<file path="src/rtl/kitchen_timer_pkg.sv">
// Kitchen timer shared types and constants.
// BCD helpers return {carry_or_borrow, digit}.
package kitchen_timer_pkg;

  typedef enum logic [1:0] {
    ST_IDLE,
    ST_RUN,
    ST_PAUSE,
    ST_DONE
  } state_e;

  localparam logic [3:0] BCD_MAX9 = 4'd9;
  localparam logic [3:0] BCD_MAX5 = 4'd5;

  localparam int DEF_TICKS_PER_SEC = 100_000_000;
  localparam int DEF_ALARM_SECS    = 10;

  function automatic logic [4:0] bcd_inc(
    input logic [3:0] d,
    input logic [3:0] max
  );
    return (d == max) ? 5'b10000 : {1'b0, d + 4'd1};
  endfunction

  function automatic logic [4:0] bcd_dec(
    input logic [3:0] d,
    input logic [3:0] max
  );
    return (d == 4'd0) ? {1'b1, max} : {1'b0, d - 4'd1};
  endfunction

endpackage

</file>
<file path="src/rtl/kitchen_timer_if.sv">
// Button inputs and display/status outputs of the timer.
// master = front panel, slave = controller.
interface kitchen_timer_if;

  logic       btn_start;
  logic       btn_clear;
  logic       btn_min_inc;
  logic       btn_sec_inc;
  logic [3:0] min1;
  logic [3:0] min0;
  logic [3:0] sec1;
  logic [3:0] sec0;
  logic       running;
  logic       alarm;
  logic       blank;

  modport master (
    output btn_start, btn_clear,
    output btn_min_inc, btn_sec_inc,
    input  min1, min0, sec1, sec0,
    input  running, alarm, blank
  );

  modport slave (
    input  btn_start, btn_clear,
    input  btn_min_inc, btn_sec_inc,
    output min1, min0, sec1, sec0,
    output running, alarm, blank
  );

endinterface

</file>
<file path="src/rtl/tick_gen.sv">
// Seconds prescaler with second and half-second ticks.
// hold freezes the count unless a tick is due this cycle.
module tick_gen #(
  parameter int TICKS = 4
) (
  input  logic clk,
  input  logic rst_n,
  input  logic en,
  input  logic hold,
  input  logic clr,
  output logic sec_tick,
  output logic half_tick
);

  localparam int W = (TICKS > 1) ? $clog2(TICKS) : 1;
  localparam int H = (TICKS / 2 > 0) ? TICKS / 2 - 1 : 0;
  localparam logic [W-1:0] LAST = W'(TICKS - 1);
  localparam logic [W-1:0] HALF = W'(H);

  logic [W-1:0] cnt_q, cnt_d;
  logic         at_last, at_half;

  assign at_last   = (cnt_q == LAST);
  assign at_half   = (cnt_q == HALF);
  assign sec_tick  = en & at_last;
  assign half_tick = en & (at_half | at_last);

  always_comb begin
    cnt_d = cnt_q;
    if (clr) begin
      cnt_d = '0;
    end else if (en && (!hold || at_last)) begin
      cnt_d = at_last ? '0 : cnt_q + W'(1);
    end
  end

  always_ff @(posedge clk or negedge rst_n) begin
    if (!rst_n) cnt_q <= '0;
    else        cnt_q <= cnt_d;
  end

endmodule

</file>
<file path="src/rtl/kitchen_timer_ctrl.sv">
// Kitchen countdown timer: BCD MM:SS counter plus run/pause/alarm FSM.
// All outputs are registered from next-state values.
module kitchen_timer_ctrl
  import kitchen_timer_pkg::*;
#(
  parameter int TICKS_PER_SEC = DEF_TICKS_PER_SEC,
  parameter int ALARM_SECS    = DEF_ALARM_SECS
) (
  input  logic           clk,
  input  logic           rst_n,
  kitchen_timer_if.slave bus
);

  localparam int AW = (ALARM_SECS > 1) ? $clog2(ALARM_SECS) : 1;
  localparam logic [AW-1:0] A_LAST = AW'(ALARM_SECS - 1);

  state_e        st_q, st_d;
  logic [3:0]    m1_q, m1_d, m0_q, m0_d;
  logic [3:0]    s1_q, s1_d, s0_q, s0_d;
  logic [AW-1:0] acnt_q, acnt_d;
  logic          running_q, alarm_q;
  logic          blank_q, blank_d;
  logic          sec_tick, half_tick;
  logic          pre_en, pre_hold, pre_clr;
  logic [4:0]    is0, is1, im0, im1;
  logic [4:0]    ds0, ds1, dm0, dm1;
  logic          nonzero, is_one;

  assign pre_en   = !bus.btn_clear &&
                    (st_q == ST_RUN || st_q == ST_DONE);
  assign pre_hold = (st_q == ST_RUN) && bus.btn_start;
  assign pre_clr  = bus.btn_clear || (st_q == ST_IDLE);

  tick_gen #(
    .TICKS (TICKS_PER_SEC)
  ) u_tick (
    .clk       (clk),
    .rst_n     (rst_n),
    .en        (pre_en),
    .hold      (pre_hold),
    .clr       (pre_clr),
    .sec_tick  (sec_tick),
    .half_tick (half_tick)
  );

  assign is0 = bcd_inc(s0_q, BCD_MAX9);
  assign is1 = bcd_inc(s1_q, BCD_MAX5);
  assign im0 = bcd_inc(m0_q, BCD_MAX9);
  assign im1 = bcd_inc(m1_q, BCD_MAX9);
  assign ds0 = bcd_dec(s0_q, BCD_MAX9);
  assign ds1 = bcd_dec(s1_q, BCD_MAX5);
  assign dm0 = bcd_dec(m0_q, BCD_MAX9);
  assign dm1 = bcd_dec(m1_q, BCD_MAX9);

  assign nonzero = |{m1_q, m0_q, s1_q, s0_q};
  assign is_one  = ({m1_q, m0_q, s1_q, s0_q} == 16'h0001);

  always_comb begin
    st_d   = st_q;
    m1_d   = m1_q;
    m0_d   = m0_q;
    s1_d   = s1_q;
    s0_d   = s0_q;
    acnt_d = acnt_q;
    unique case (st_q)
      ST_IDLE: begin
        if (bus.btn_sec_inc) begin
          s0_d = is0[3:0];
          if (is0[4]) s1_d = is1[3:0];
        end
        if (bus.btn_min_inc) begin
          m0_d = im0[3:0];
          if (im0[4]) m1_d = im1[3:0];
        end
        if (bus.btn_start && nonzero) st_d = ST_RUN;
      end
      ST_RUN: begin
        if (sec_tick) begin
          s0_d = ds0[3:0];
          if (ds0[4]) s1_d = ds1[3:0];
          if (ds0[4] && ds1[4]) m0_d = dm0[3:0];
          if (ds0[4] && ds1[4] && dm0[4]) m1_d = dm1[3:0];
        end
        // an expiring tick wins over a pause request
        if (sec_tick && is_one) st_d = ST_DONE;
        else if (bus.btn_start) st_d = ST_PAUSE;
      end
      ST_PAUSE: begin
        if (bus.btn_start) st_d = ST_RUN;
      end
      ST_DONE: begin
        if (bus.btn_start) begin
          st_d = ST_IDLE;
        end else if (sec_tick) begin
          if (acnt_q == A_LAST) st_d = ST_IDLE;
          else acnt_d = acnt_q + AW'(1);
        end
      end
      default: st_d = ST_IDLE;
    endcase
    if (bus.btn_clear) begin
      st_d = ST_IDLE;
      m1_d = '0;
      m0_d = '0;
      s1_d = '0;
      s0_d = '0;
    end
    if (st_d != ST_DONE) acnt_d = '0;
    blank_d = (st_q == ST_DONE && st_d == ST_DONE) ?
              (blank_q ^ half_tick) : 1'b0;
  end

  always_ff @(posedge clk or negedge rst_n) begin
    if (!rst_n) begin
      st_q      <= ST_IDLE;
      m1_q      <= '0;
      m0_q      <= '0;
      s1_q      <= '0;
      s0_q      <= '0;
      acnt_q    <= '0;
      running_q <= 1'b0;
      alarm_q   <= 1'b0;
      blank_q   <= 1'b0;
    end else begin
      st_q      <= st_d;
      m1_q      <= m1_d;
      m0_q      <= m0_d;
      s1_q      <= s1_d;
      s0_q      <= s0_d;
      acnt_q    <= acnt_d;
      running_q <= (st_d == ST_RUN);
      alarm_q   <= (st_d == ST_DONE);
      blank_q   <= blank_d;
    end
  end

  assign bus.min1    = m1_q;
  assign bus.min0    = m0_q;
  assign bus.sec1    = s1_q;
  assign bus.sec0    = s0_q;
  assign bus.running = running_q;
  assign bus.alarm   = alarm_q;
  assign bus.blank   = blank_q;

endmodule

</file>
<file path="src/flat_wrapper.sv">
// flat-port wrapper written by rule: the top's interface ports become plain ports
module kitchen_timer_ctrl_flat import kitchen_timer_pkg::*;
#(
  parameter int TICKS_PER_SEC = DEF_TICKS_PER_SEC,
  parameter int ALARM_SECS    = DEF_ALARM_SECS
)
  (clk, rst_n, bus_btn_start, bus_btn_clear, bus_btn_min_inc, bus_btn_sec_inc, bus_min1, bus_min0, bus_sec1, bus_sec0, bus_running, bus_alarm, bus_blank);
  kitchen_timer_if bus_i ();
  input  logic clk;
  input  logic rst_n;
  input wire logic [$bits(bus_i.btn_start)-1:0] bus_btn_start;
  input wire logic [$bits(bus_i.btn_clear)-1:0] bus_btn_clear;
  input wire logic [$bits(bus_i.btn_min_inc)-1:0] bus_btn_min_inc;
  input wire logic [$bits(bus_i.btn_sec_inc)-1:0] bus_btn_sec_inc;
  output wire logic [$bits(bus_i.min1)-1:0] bus_min1;
  output wire logic [$bits(bus_i.min0)-1:0] bus_min0;
  output wire logic [$bits(bus_i.sec1)-1:0] bus_sec1;
  output wire logic [$bits(bus_i.sec0)-1:0] bus_sec0;
  output wire logic [$bits(bus_i.running)-1:0] bus_running;
  output wire logic [$bits(bus_i.alarm)-1:0] bus_alarm;
  output wire logic [$bits(bus_i.blank)-1:0] bus_blank;
  assign bus_i.btn_start = bus_btn_start;
  assign bus_i.btn_clear = bus_btn_clear;
  assign bus_i.btn_min_inc = bus_btn_min_inc;
  assign bus_i.btn_sec_inc = bus_btn_sec_inc;
  assign bus_min1 = bus_i.min1;
  assign bus_min0 = bus_i.min0;
  assign bus_sec1 = bus_i.sec1;
  assign bus_sec0 = bus_i.sec0;
  assign bus_running = bus_i.running;
  assign bus_alarm = bus_i.alarm;
  assign bus_blank = bus_i.blank;
  kitchen_timer_ctrl #(.TICKS_PER_SEC(TICKS_PER_SEC), .ALARM_SECS(ALARM_SECS)) u_core (.clk(clk), .rst_n(rst_n), .bus(bus_i));
endmodule
</file>
<file path="config.mk">
export PLATFORM = sky130hd
export DESIGN_NAME = kitchen_timer_ctrl_flat
export DESIGN_NICKNAME = d
export VERILOG_FILES = /design/src/rtl/kitchen_timer_pkg.sv /design/src/rtl/kitchen_timer_if.sv /design/src/rtl/tick_gen.sv /design/src/rtl/kitchen_timer_ctrl.sv /design/src/flat_wrapper.sv
export SDC_FILE = /design/constraint.sdc
export NUM_CORES = 1
export LEC_CHECK = 0
export CAP_MARGIN = 20
export CORE_UTILIZATION = 28
export DETAILED_ROUTE_END_ITERATION = 6
export PLACE_DENSITY = 0.46
export SLEW_MARGIN = 15
export SYNTH_ARGS = -nofsm -noshare
export SYNTH_HDL_FRONTEND = slang
export SYNTH_SLANG_ARGS = --single-unit
export TNS_END_PERCENT = 20
</file>
<file path="constraint.sdc">
create_clock -name clk -period 2.1 [get_ports clk]
set_clock_uncertainty 0.05 [all_clocks]
set_input_delay 0.42 -clock clk [delete_from_list [all_inputs] [get_ports clk]]
set_output_delay 0.42 -clock clk [all_outputs]
set_load 0.1 [all_outputs]
</file>
* Word-level counts from Yosys, hierarchy flattened *
Cells that the tools add are included.

cells by class
  bitwise logic cells = 4
  add/sub/neg operators = 10
  eq/ne operators = 24
  muxes and demuxes = 47
  reductions and logical operators = 28

operators with widths
  operator               count
  $mux 4                 25
  $mux 27                3
  $pmux 4 s2             4
  $add 27x1->27 const B  1
  $eq 27x26->1 const B   1
  $eq 27x27->1 const B   1
  $mux 5                 5
  $add 4x1->4 const B    5
  $eq 16x1->1 const B    1
  $eq 4x4->1 const B     4
  $logic_not 4->1        4
  $mux 2                 8
  $reduce_or 16->1       1
  $sub 4x1->4 const B    4
  $ne 3x2->1 const B     4
  $ne 3x3->1 const B     4
  $reduce_and 5->1       2
  $logic_and 1x1->1      8
  $pmux 2 s4             1
  $reduce_and 4->1       2
  $eq 2x2->1 const B     3
  $reduce_bool 2->1      3
  $eq 2x1->1 const B     2
  $eq 4x3->1 const B     1
  other kinds (11)       16

word-level totals
  input bits = 6
  register bits after elaboration = 52
  word-level logic and storage cells = 123

* Depth between registers and ports, before layout *
Gate-level depths: netlist of the first run.

  word-level depth = 11
  gate-level depth with buffers = 9
  mapped depth without buffers = 8

* Cells and area by module *
A second synthesis of the first run with hierarchy kept.

unflattened totals
  cells, all modules = 425
  area, all modules = 3613.5 um^2

by module, submodules not included
  module              area an instance (um^2)  cells an instance  times used  sequential area each (um^2)
  kitchen_timer_ctrl  1894.3                   225                1           625.6
  tick_gen            1719.1                   200                1           675.6

* Least setup slack after synthesis of the first run *
OpenSTA, ideal clock, no wires.

  kind = flip-flop to flip-flop
  start point = register u_core.s1_q[1] (netlist: u_core.bus.sec1[1])
  end point = register u_core.blank_q (netlist: u_core.bus.blank)
  setup slack = -0.503 ns
  stages on the path, launching flop included = 8
  required time = 1.969 ns
  arrival = 2.473 ns
  clock period less this slack = 2.603 ns
  setup time = 0.081 ns
  cell sequence = dfrtp_1 > clkbuf_2 > nor4_2 > nand4_1 > or2_2 > o31ai_1 > o21bai_4 > nor3_2

on the way
  word-level cells in the longest chain between the ends = 8

RTL lines
  element                                          RTL line                                            source
  start: declaration                               kitchen_timer_ctrl.sv:19                            logic [3:0] s1_q, s1_d, s0_q, s0_d;
  start signal: assignment                         kitchen_timer_ctrl.sv:118                           s1_q <= '0;
  start signal: assignment                         kitchen_timer_ctrl.sv:128                           s1_q <= s1_d;
  $eq 16x1->1 or $reduce_or 16->1 (tied branches)  kitchen_timer_ctrl.sv:56, kitchen_timer_ctrl.sv:55
  $logic_and 1x1->1, on equally long branches      kitchen_timer_ctrl.sv:85, kitchen_timer_ctrl.sv:75
  $mux 2, on equally long branches                 kitchen_timer_ctrl.sv:85, kitchen_timer_ctrl.sv:75
  $pmux 2 s4 (*)                                   kitchen_timer_ctrl.sv:65                            unique case (st_q)
  $mux 2 (*)                                       kitchen_timer_ctrl.sv:101                           if (bus.btn_clear) begin
  $eq 2x2->1 (*)                                   kitchen_timer_ctrl.sv:109                           blank_d = (st_q == ST_DONE && st_d == ST_DONE) ?
  $logic_and 1x1->1 (*)                            kitchen_timer_ctrl.sv:109
  $mux 1 (*)                                       kitchen_timer_ctrl.sv:109
  named net u_core.blank_d                         kitchen_timer_ctrl.sv:22                            logic blank_q, blank_d;
  end signal: assignment                           kitchen_timer_ctrl.sv:133                           blank_q <= blank_d;
  end: declaration                                 kitchen_timer_ctrl.sv:22

The timed path passes the listed nets; every way through them passes the cells marked *.
A chain may end at the register's enable or synchronous reset.

* Worst setup path in the final report of the first run *
  start point = register u_core.u_tick.cnt_q[1]
  end point = register u_core.st_q[0]

on the way
  word-level cells in the longest chain between the ends = 6

RTL lines
  element                                      RTL line                                            source
  start: declaration                           tick_gen.sv:20                                      logic [W-1:0] cnt_q, cnt_d;
  start signal: assignment                     tick_gen.sv:39                                      else cnt_q <= cnt_d;
  $eq 27x27->1 (*)                             tick_gen.sv:23                                      assign at_last = (cnt_q == LAST);
  $and 1x1->1 (*)                              tick_gen.sv:25                                      assign sec_tick = en & at_last;
  $mux 2 or $logic_and 1x1->1 (tied branches)  kitchen_timer_ctrl.sv:94, kitchen_timer_ctrl.sv:85
  $mux 2, on equally long branches             kitchen_timer_ctrl.sv:92, kitchen_timer_ctrl.sv:85
  $pmux 2 s4 (*)                               kitchen_timer_ctrl.sv:65
  $mux 2 (*)                                   kitchen_timer_ctrl.sv:101
  named net u_core.st_d[0]                     kitchen_timer_ctrl.sv:17                            state_e st_q, st_d;
  end signal: assignment                       kitchen_timer_ctrl.sv:125                           st_q <= st_d;
  end: declaration                             kitchen_timer_ctrl.sv:17

Marked as above.

==> results.cfg, run 1 <==
[critical_path]
reg2reg_slack_ns = -0.15
critical_path.max_fanout = 7
cp_data_arrival_time_ns = 2.35
r2r-end = u_core.st_q[0]
worst-setup-path-type = flip-flop to flip-flop
critPathLaunchType = flip-flop
end_kind = flip-flop
crit_required_ns = 2.20
crit_start = u_core.u_tick.cnt_q[1]
reg2reg_depth = 8
r2r_start = u_core.u_tick.cnt_q[1]

[clocking]
cts_root_buf = clkbuf_16
numCtsBuffers = 5
ctsHoldBuffers = 0
clock_latency_ns = 0.30
cts_tree = done
clock-sinks = 52
clock_path_buffers = 2
clk_pin_slew_ns = 0.07
h-tree-depth = 2

[route]
vias = 3506
firstDrtPassIters = 4
drt-initial-drc-count = 177
wl_per_cell_um = 15.2
via_per_inst = 5.03
wirelength_um = 10600
drc = 0
drtAntennaViolNets = 0

[placed_design]
port_buffers = 24
gp_congestion = 0.832
hpwl_um = 7530
place_ws_ns = -0.211

[layout]
area.growth.synth_to_final_pct = 57.0
drive_gt1_share_pct = 42.5
antenna_cells = 0
final_net_count = 537

[worst_hold_path]
hold_class = input pin to asynchronous set/reset pin

[timing]
setup_slack_ns = -0.146
post-route-min-period_ns = 2.25
rsz0062_at_grt = true
hold_viol = 0
setup_violations = 40
fmax_ghz = 0.445
slew_headroom_pct = 62.4
worst_pin_slew_ns = 0.562
fin_crit_sh_pct = 107
worst_hold_slack_ns = 0.0350
slew_viol_final = 0

[synthesis]
synth_warnings = 0
ys_top_cells_by_area = dfrtp_1, xnor2_1, nor2_1
synth_edf_count = 0
synth_top_area_share_pct = 36.9
ys_seq_area_share_pct = 36.9
syn_area_um2 = 3530
synthCells = 410
synth.distinct_cells = 68
yosys_most_used_dff = dfrtp_1
synth-seq-cells = 52
syn_nets = 419
synth_area_leader_cell = dfrtp_1
ys_async_sr_fraction_pct = 100
synth_area_per_cell_um2 = 8.61

[power]
power_density_nw_per_um2 = 695
power.leakage_nw = 2.13
finalPower_mw = 3.85
pwr-share-seq_pct = 30.1
pwr-share-clk_pct = 21.1
ir_drop_mv = 0.342
sw_frac_of_total_pct = 41.6
intPower_mw = 2.25
comb_power_share_pct = 48.7
power.switching_mw = 1.60

[global_routing]
grt_max_degree = 37
grt_pass1_vias = 3409
grt_use_total_pct = 16.8
grt_pass1_wl_um = 17200
grt.overflow.total = 0
antenna_found_initial = 0

[status]
status = complete, but fails checks
violations = setup timing

[floorplanning]
initial_core_util_pct = 29.0
chipWidth_um = 114
dieHeight_um = 114
rows = 40
core_um2 = 12200
dieArea_um2 = 13100
num_io_pins = 25

[run]
drv_cap = 0
[logic make-up after synthesis]
logic type / count (synthesis) / share of synthesized area (%)
AO/OA/AOI/OAI: 82 / 16.2
buffers and inverters: 36 / 4.33
XOR/XNOR: 29 / 7.20
flip-flops: 52 / 36.9
adder cells (fa/ha/maj): 3 / 1.06
AND/OR/NAND/NOR: 203 / 32.7
multiplexers: 5 / 1.56
[metal layers]
layer  share of wire (%)  routed length [um]  up-vias  global-route usage, %
met1                  50                5280     1713                   23.7
li1                    -                   -     1738                      -
met4                 1.1                 117        0                   3.90
met2                  46                4900       45                   26.6
met5                   0                   0        -                      0
met3                 2.8                 296       10                   2.96
[Yosys cell counts (3+ instances only)]
master    instances
nor2b_1           8
nor3b_1           7
clkbuf_1         18
mux2_2            4
inv_1             7
dfrtp_1          52
o211ai_1          3
o31ai_1           6
a21oi_1          14
o21a_1            3
a31oi_1           6
nor4_2            4
nor3_1           18
nor4_1           17
nand2_1          31
and3_1            9
nand4_1          10
nand2b_1          9
a22oi_1           3
a211oi_1          7
nand3_1          14
buf_2             7
xnor2_1          26
nand4b_1          3
xor2_1            3
o21ai_0          19
or2_2             3
nand3b_1          3
ha_1              3
or3_1             4
nor2_1           45
[stage by stage]
step | util (%) | instance area, um2 | std cells | TNS (ns)
after floorplan | - | 3650 | 410 | -0.200
after global placement | 39.9 | 4850 | 673 | -5.94
after detailed placement | 39.9 | 4850 | 673 | -6.60
after CTS | 42.9 | 5220 | 687 | -4.16
after global routing | 45.5 | 5540 | 697 | -7.91
final | 45.5 | 5540 | 697 | -2.89
[worst max-delay path by stage]
stage | depth (start not counted) | slack, ns | to
CTS | 8 | -0.17 | u_core.bus.min0[1]
global placement | 8 | -0.20 | u_core.u_tick.cnt_q[19]
detailed placement | 7 | -0.21 | u_core.acnt_q[1]
finish | 8 | -0.15 | u_core.st_q[0]
global route | 10 | -0.25 | u_core.acnt_q[1]
floorplan | 6 | -0.04 | u_core.bus.blank
[final cells by class]
type	count	area (um2)
clock inverters	2	12.5
inverters	7	26.3
flip-flops and latches	52	1340
multi-input cells	322	2490
fillers	1180	6620
well taps	168	210
clock buffers	6	129
repair buffers	140	1330
[power groups by stage]
| stage | combinational (mW) | sequential, mW | clock (mW) |
|---|---|---|---|
| 3_5_place_dp | 1.72 | 1.18 | 0 |
| 6_report | 1.88 | 1.16 | 0.813 |
| 3_3_place_gp | 1.71 | 1.18 | 0 |
| 2_1_floorplan | 0.684 | 1.56 | 0 |
| 4_1_cts | 1.78 | 1.16 | 0.836 |
| 5_1_grt | 2.00 | 1.18 | 0.883 |
[critical path, stage by stage (launching register included)]
cell and delay (ns):
dfrtp_1 0.39, ha_4 0.16, nand3_4 0.10, or4_4 0.59, nor2_4 0.15, buf_8 0.14, nand2_2 0.04, o211ai_1 0.33
a22oi_1 0.15
[cells in the final DEF (no fill, tap or decap), types with 9 or more instances in the layout]
cell        n
a21oi_1    12
and3_1      9
buf_12     17
buf_4     107
dfrtp_1    37
nand2_1    30
nand2b_1    9
nand3_1    13
nand4_1    10
nor2_1     42
nor3_1     15
o21ai_1    10
xnor2_1    25
[flip-flops by register name (all words and copies together) (netlist names)]
name,count
u_core.acnt_q,4
u_core.bus.alarm,1
u_core.bus.blank,1
u_core.bus.min0,4
u_core.bus.min1,4
u_core.bus.running,1
u_core.bus.sec0,4
u_core.bus.sec1,4
u_core.st_q,2
u_core.u_tick.cnt_q,27
[what timing repair did]
item,CTS,global route
cloned,0,1
setup endpoints to repair,49,52
resized for setup,39,40
pin swaps,26,33
buffers inserted,6,10
(Power assumes the default switching activity.)
==> run 2: changes to the inputs <==
--- a/config.mk
+++ b/config.mk
@@ -7,7 +7,9 @@
 export LEC_CHECK = 0
 export CAP_MARGIN = 20
 export CORE_UTILIZATION = 28
+export CTS_CLUSTER_SIZE = 14
 export DETAILED_ROUTE_END_ITERATION = 6
+export GPL_ROUTABILITY_DRIVEN = 0
 export PLACE_DENSITY = 0.46
 export SLEW_MARGIN = 15
 export SYNTH_ARGS = -nofsm -noshare
==> results of run 2 <==
Final layout, timing and power as in run 1 (identical DEF).
==> run 3: changes to the inputs <==
--- a/config.mk
+++ b/config.mk
@@ -6,11 +6,11 @@
 export NUM_CORES = 1
 export LEC_CHECK = 0
 export CAP_MARGIN = 20
-export CORE_UTILIZATION = 28
+export CORE_UTILIZATION = 54
 export CTS_CLUSTER_SIZE = 14
 export DETAILED_ROUTE_END_ITERATION = 6
 export GPL_ROUTABILITY_DRIVEN = 0
-export PLACE_DENSITY = 0.46
+export PLACE_DENSITY = 0.77
 export SLEW_MARGIN = 15
 export SYNTH_ARGS = -nofsm -noshare
 export SYNTH_HDL_FRONTEND = slang
==> run 3 against run 2 <==
The flow still finishes with violations (setup timing). Power decreased by 1.6%. Cell area decreased by 3.2%. Setup slack got worse by 0.17 ns. Clock power decreased by 25%. Combinational power increased by 6%. Global-route usage increased by 17 points. Via count increased by 19%. Fmax decreased by 6.9%. Non-clock buffer count decreased by 5. Count of clock-buffer cells in the layout unchanged. Sequential power about the same. First-iteration DRC count increased to 3.0 times the previous value. Highest routed layer unchanged.
==> results.cfg, run 3 (synthesis results as in run 1) <==
[critical_path]
cp_data_arrival_time_ns = 2.55
path_cells = nor4bb_4 -> and3_2 -> buf_4 -> nand4_1 -> a22oi_2 -> nor2_2 -> a221oi_2
critPathLaunchType = flip-flop
cp_slowest_cell = dfrtp_1
critical_path.max_fanout = 4
cp_slowest_stage_delay_ns = 0.43
crit_start = u_core.u_tick.cnt_q[12]
cp_num_buf_inv = 1
worst-setup-path-type = flip-flop to flip-flop
crit_required_ns = 2.24
crit_family = simple AND/OR/NAND/NOR gates
end_kind = flip-flop
r2r_start = u_core.u_tick.cnt_q[12]

[placed_design]
hpwl_um = 7080
dpl-instance-area_um2 = 4620
place_ws_ns = -0.262
port_buffers = 24

[timing]
slew_viol_final = 0
fmax_ghz = 0.414
setup_slack_ns = -0.313
worst_pin_slew_ns = 0.626
hold_viol = 0
rsz0062_at_grt = true
setup_tns_ns = -6.67
slew_headroom_pct = 58.3
post-route-min-period_ns = 2.41
setup_violations = 50
fin_crit_sh_pct = 115

[layout]
layout_commonest_cell = buf_4
fin_util_pct = 84.9
area.growth.synth_to_final_pct = 52.0
drive_gt1_share_pct = 45.6
antenna_cells = 0
largest_reg_flops = 27
final_net_count = 532
finalInstanceArea_um2 = 5360
regMostFlops = u_core.u_tick.cnt_q
layout_common_cells = buf_4, nor2_1, dfrtp_1

[clocking]
clock_path_buffers = 2
numCtsBuffers = 5
clk_pin_slew_ns = 0.10
cts_tree = done
ctsHoldBuffers = 0
h-tree-depth = 2
cts_root_buf = clkbuf_8
clock-sinks = 52
clock_latency_ns = 0.31

[route]
drc = 0
drt-initial-drc-count = 531
wirelength_um = 13700
firstDrtPassIters = 6
via_per_inst = 6.93
vias = 4165
wl_per_cell_um = 22.8
drtAntennaViolNets = 0

[global_routing]
grt_use_total_pct = 33.4
antenna_found_initial = 0
grt_pass1_vias = 3753
grt.overflow.total = 0
grt_pass1_wl_um = 18600
grt_max_degree = 29

[status]
violations = setup timing
status = complete, but fails checks

[power]
power_density_nw_per_um2 = 707
ir_drop_mv = 0.968
power.leakage_nw = 2.12

[floorplanning]
rows = 29
initial_core_util_pct = 55.9
num_io_pins = 25
core_um2 = 6310
chipWidth_um = 82.8
dieArea_um2 = 6860
dieHeight_um = 82.8

[worst_hold_path]
hold_class = input pin to asynchronous set/reset pin

[run]
drv_cap = 0
==> run 3: cell count changes in the layout (fill, tap and decap cells not counted), sizes merged <==
cell,before,now
clkinvlp,1,0
clkbuf,7,6
clkinv,1,2
buf,135,131
==> run 3: power breakdown <==
group	internal (mW)	switching (mW)
clock	0.264	0.348
sequential	1.08	0.0934
combinational	0.730	1.27
==> run 3: final timing paths <==
check	endpoint	depth (start not counted)	slack, ns
worst max-delay path	u_core.bus.running	7	-0.31
worst min-delay path	u_core.u_tick.cnt_q[5]	1	0.06
worst max register to register	u_core.bus.running	7	-0.31
worst min register to register	u_core.u_tick.cnt_q[23]	2	0.50
max in group asynchronous	u_core.bus.sec1[1]	2	1.24
min in group clk	u_core.u_tick.cnt_q[23]	2	0.50
==> run 3: routing by layer <==
metal / up-vias / global-route usage (%) / part of all wire, %
met4: 0 / 16.3 / 7.6
met5: - / 0 / 0
met2: 369 / 51.5 / 44
met1: 1960 / 45.1 / 37
li1: 1713 / - / -
met3: 123 / 6.46 / 11
==> run 3: metrics by stage <==
step           total power [mW]  instances  hold WS [ns]
2_1_floorplan              2.24        410        0.0744
3_3_place_gp               2.80        571         0.419
3_5_place_dp               2.84        571         0.431
4_1_cts                    3.50        588        0.0866
5_1_grt                    3.89        601         0.119
6_report                   3.79        601        0.0612
==> run 3: final cells by class <==
| type | count | area (um2) |
|---|---|---|
| multi-input cells | 322 | 2570 |
| repair buffers | 135 | 1240 |
| flip-flops and latches | 52 | 1340 |
| well taps | 77 | 96.3 |
| clock inverters | 2 | 10.0 |
| fillers | 296 | 952 |
| inverters | 7 | 26.3 |
| clock buffers | 6 | 82.6 |
==> run 3: repair_timing <==
action,in CTS,in global routing
cloned,0,1
endpoints found under the setup margin,47,52
pin swaps,27,33
resized for setup,47,57
setup buffers,9,14
hold endpoints to repair,0,0
==> RTL edit: new RTL, config.mk and constraints of run 2 <==
`DEF_TICKS_PER_SEC`: 100_000_000 -> 50_000_000.
--- a/src/rtl/kitchen_timer_pkg.sv
+++ b/src/rtl/kitchen_timer_pkg.sv
@@ -13,5 +13,5 @@
   localparam logic [3:0] BCD_MAX5 = 4'd5;
 
-  localparam int DEF_TICKS_PER_SEC = 100_000_000;
+  localparam int DEF_TICKS_PER_SEC = 50_000_000;
   localparam int DEF_ALARM_SECS    = 10;
 
Behaviour: no difference found for any inputs over 10 cycles, from zero or initial values and one cycle with rst_n low; that may be too few to reach the edited logic, so the function may still have changed.
==> RTL edit against run 2 <==
- the run ends with design-rule violations, negative setup slack left
- area after synthesis decreased by 5.8%
- sequential share of layout area increased by 2.0 points
- cell area decreased by 11%
- wire length decreased by 11%
- critical path depth decreased by 1
- hold slack improved by 0.39 ns
- count of clock-buffer cells in the layout unchanged
- sequential cell count decreased by 1
- setup slack got worse by 0.0069 ns
- power increased by 21%
==> RTL edit: results (changes against run 2) <==
The flow ran to the end, but the final reports show violations. The final reports fail on design-rule violations, negative setup slack. In this run the worst setup path begins at u_core.u_tick.cnt_q[7]$_DFFE_PN0P_. The violation count after the first detailed-routing iteration was 156 (-12%). The cell count of the worst reg-to-reg path is 7 (-1).

The maximum number of buffers from clock root to sink came out at 2 (unchanged). The worst-case vdd ir drop came out at 0.297 mV (-13%). The first-pass GRT wire length came out at 15.9 mm (-7.7%).

The setup slack of the critical path after layout is -0.153 ns (-0.00691 ns). The depth of the CTS H-tree is 2 (unchanged). The arrival time of the worst setup path came out at 2.43 ns (+0.08 ns).

The commonest cells after synthesis are 51 x dfrtp_1, 46 x nor2_1, 32 x o21ai_0, 30 x nand2_1, 22 x clkbuf_1. The maximum number of pins on one net before global-route repair came to 30 (-19%). The delay of the slowest critical-path stage came out at 0.55 ns (-0.04 ns). The number of global-route vias before repair is 3,275 (-3.9%). The HPWL after detailed placement is 6.70 mm (-11%). The static leakage is 1.98 nW (-6.9%). The number of flip-flops under the largest register name is 26 (-3.7%). The share of cell area taken by muxes after synthesis came to 0.904% (-0.66 points). The via count of the routed design is 3,384 (-3.5%). The xor-xnor portion of the synthesized cell area came to 5.01% (-2.2 points). The worst hold margin is 0.429 ns (+0.394 ns).

The adder-cell share of the synthesized area came out at 1.13% (+0.066 points). The number of optimization iterations in the first detailed-route pass is 7 (+3). The sum of negative setup slack came to -2.83 ns (+0.0576 ns). The placed instance area came to 4410 µm² (-9.0%). The portion of the post-synthesis area used by sequential elements is 38.4% (+1.5 points). Ranked by total cell area, the synthesized netlist is headed by dfrtp_1 38%, nor2_1 5.2%, o21ai_0 4.8%. The compound-cell area share of the yosys netlist is 19.4% (+3.2 points).

The worst slew margin relative to its limit is 69.6% (+7.2 points). The distinct cell type count of the synthesized netlist is 64 (-5.9%). The remaining routing DRC violations is 10 (+10). The number of antenna violations at the first check in global routing is 0 (unchanged). The post-synth net total is 407 (-2.9%).

In this run the critical register-to-register path is captured at u_core.u_tick.cnt_q[25]$_DFFE_PN0P_. The wire length per cell after detailed routing is 14.9 µm (-2.1%). The total setup violations reported at the end of the flow is 44 (+10%).

The global routing usage summed across all routing layers came to 15.9% (-0.81 points).
-- RTL edit: cell count changes after synthesis, sizes merged, moves of 4 or more --
cell	run 2	this run
nor4	22	10
o21ai	21	32
xnor2	26	18
nor3b	8	1
a21o	1	7
and3	9	5
buf	10	6
mux2	4	0
o311ai	0	4
-- RTL edit: repair_timing --
item,in CTS,in global routing
hold buffers,1,0
setup endpoints to repair,51,50
pin swaps,11,9
buffers inserted,5,4
resized for setup,29,35
cloned,1,1
hold endpoints to repair,3,0
-- RTL edit: cells by family (layout without fill, tap and decap cells) --
logic type | after synthesis | after routing
compound gates | 98 | 99
xor+xnor | 19 | 19
fa+ha+maj | 3 | 3
buf+inv | 38 | 130
flops | 51 | 51
mux | 3 | 3
simple gates | 186 | 187
-- RTL edit: layout make-up --
cell class                 instances  area [µm²]
fill                            1155        6610
multi-input combinational        311        2160
sequential                        51        1280
timing repair buffer             112        1100
tap                              143         179
clock buffer                       6         129
inverter                          10        37.5
clock inverter                     2        12.5
-- RTL edit: report_power, final --
group	switching (mW)	internal [mW]	total, mW
registers	0.0734	1.08	1.16
logic	1.63	1.04	2.67
clock network	0.388	0.442	0.830
total	2.09	2.57	4.66
-- RTL edit: metrics by stage --
step	setup slack, ns	instances
after detailed placement	-0.340	615
final	-0.153	635
after global routing	-0.226	635
after floorplan	-0.242	398
after global placement	-0.279	615
after CTS	-0.138	630
-- RTL edit: critical path, delay by kind of cell, from the launching register on --
kind,cells,cell delay [ns]
simple gates,3,1.04
compound gates,2,0.32
flops,1,0.38
buf+inv,2,0.38
-- RTL edit: layer usage --
metal	vias to the layer above	routed length, µm	GRT usage [%]
met1	1663	4190	19.5
li1	1650	-	-
met5	-	0	0
met2	57	4810	27.9
met4	0	167	6.03
met3	14	286	2.73
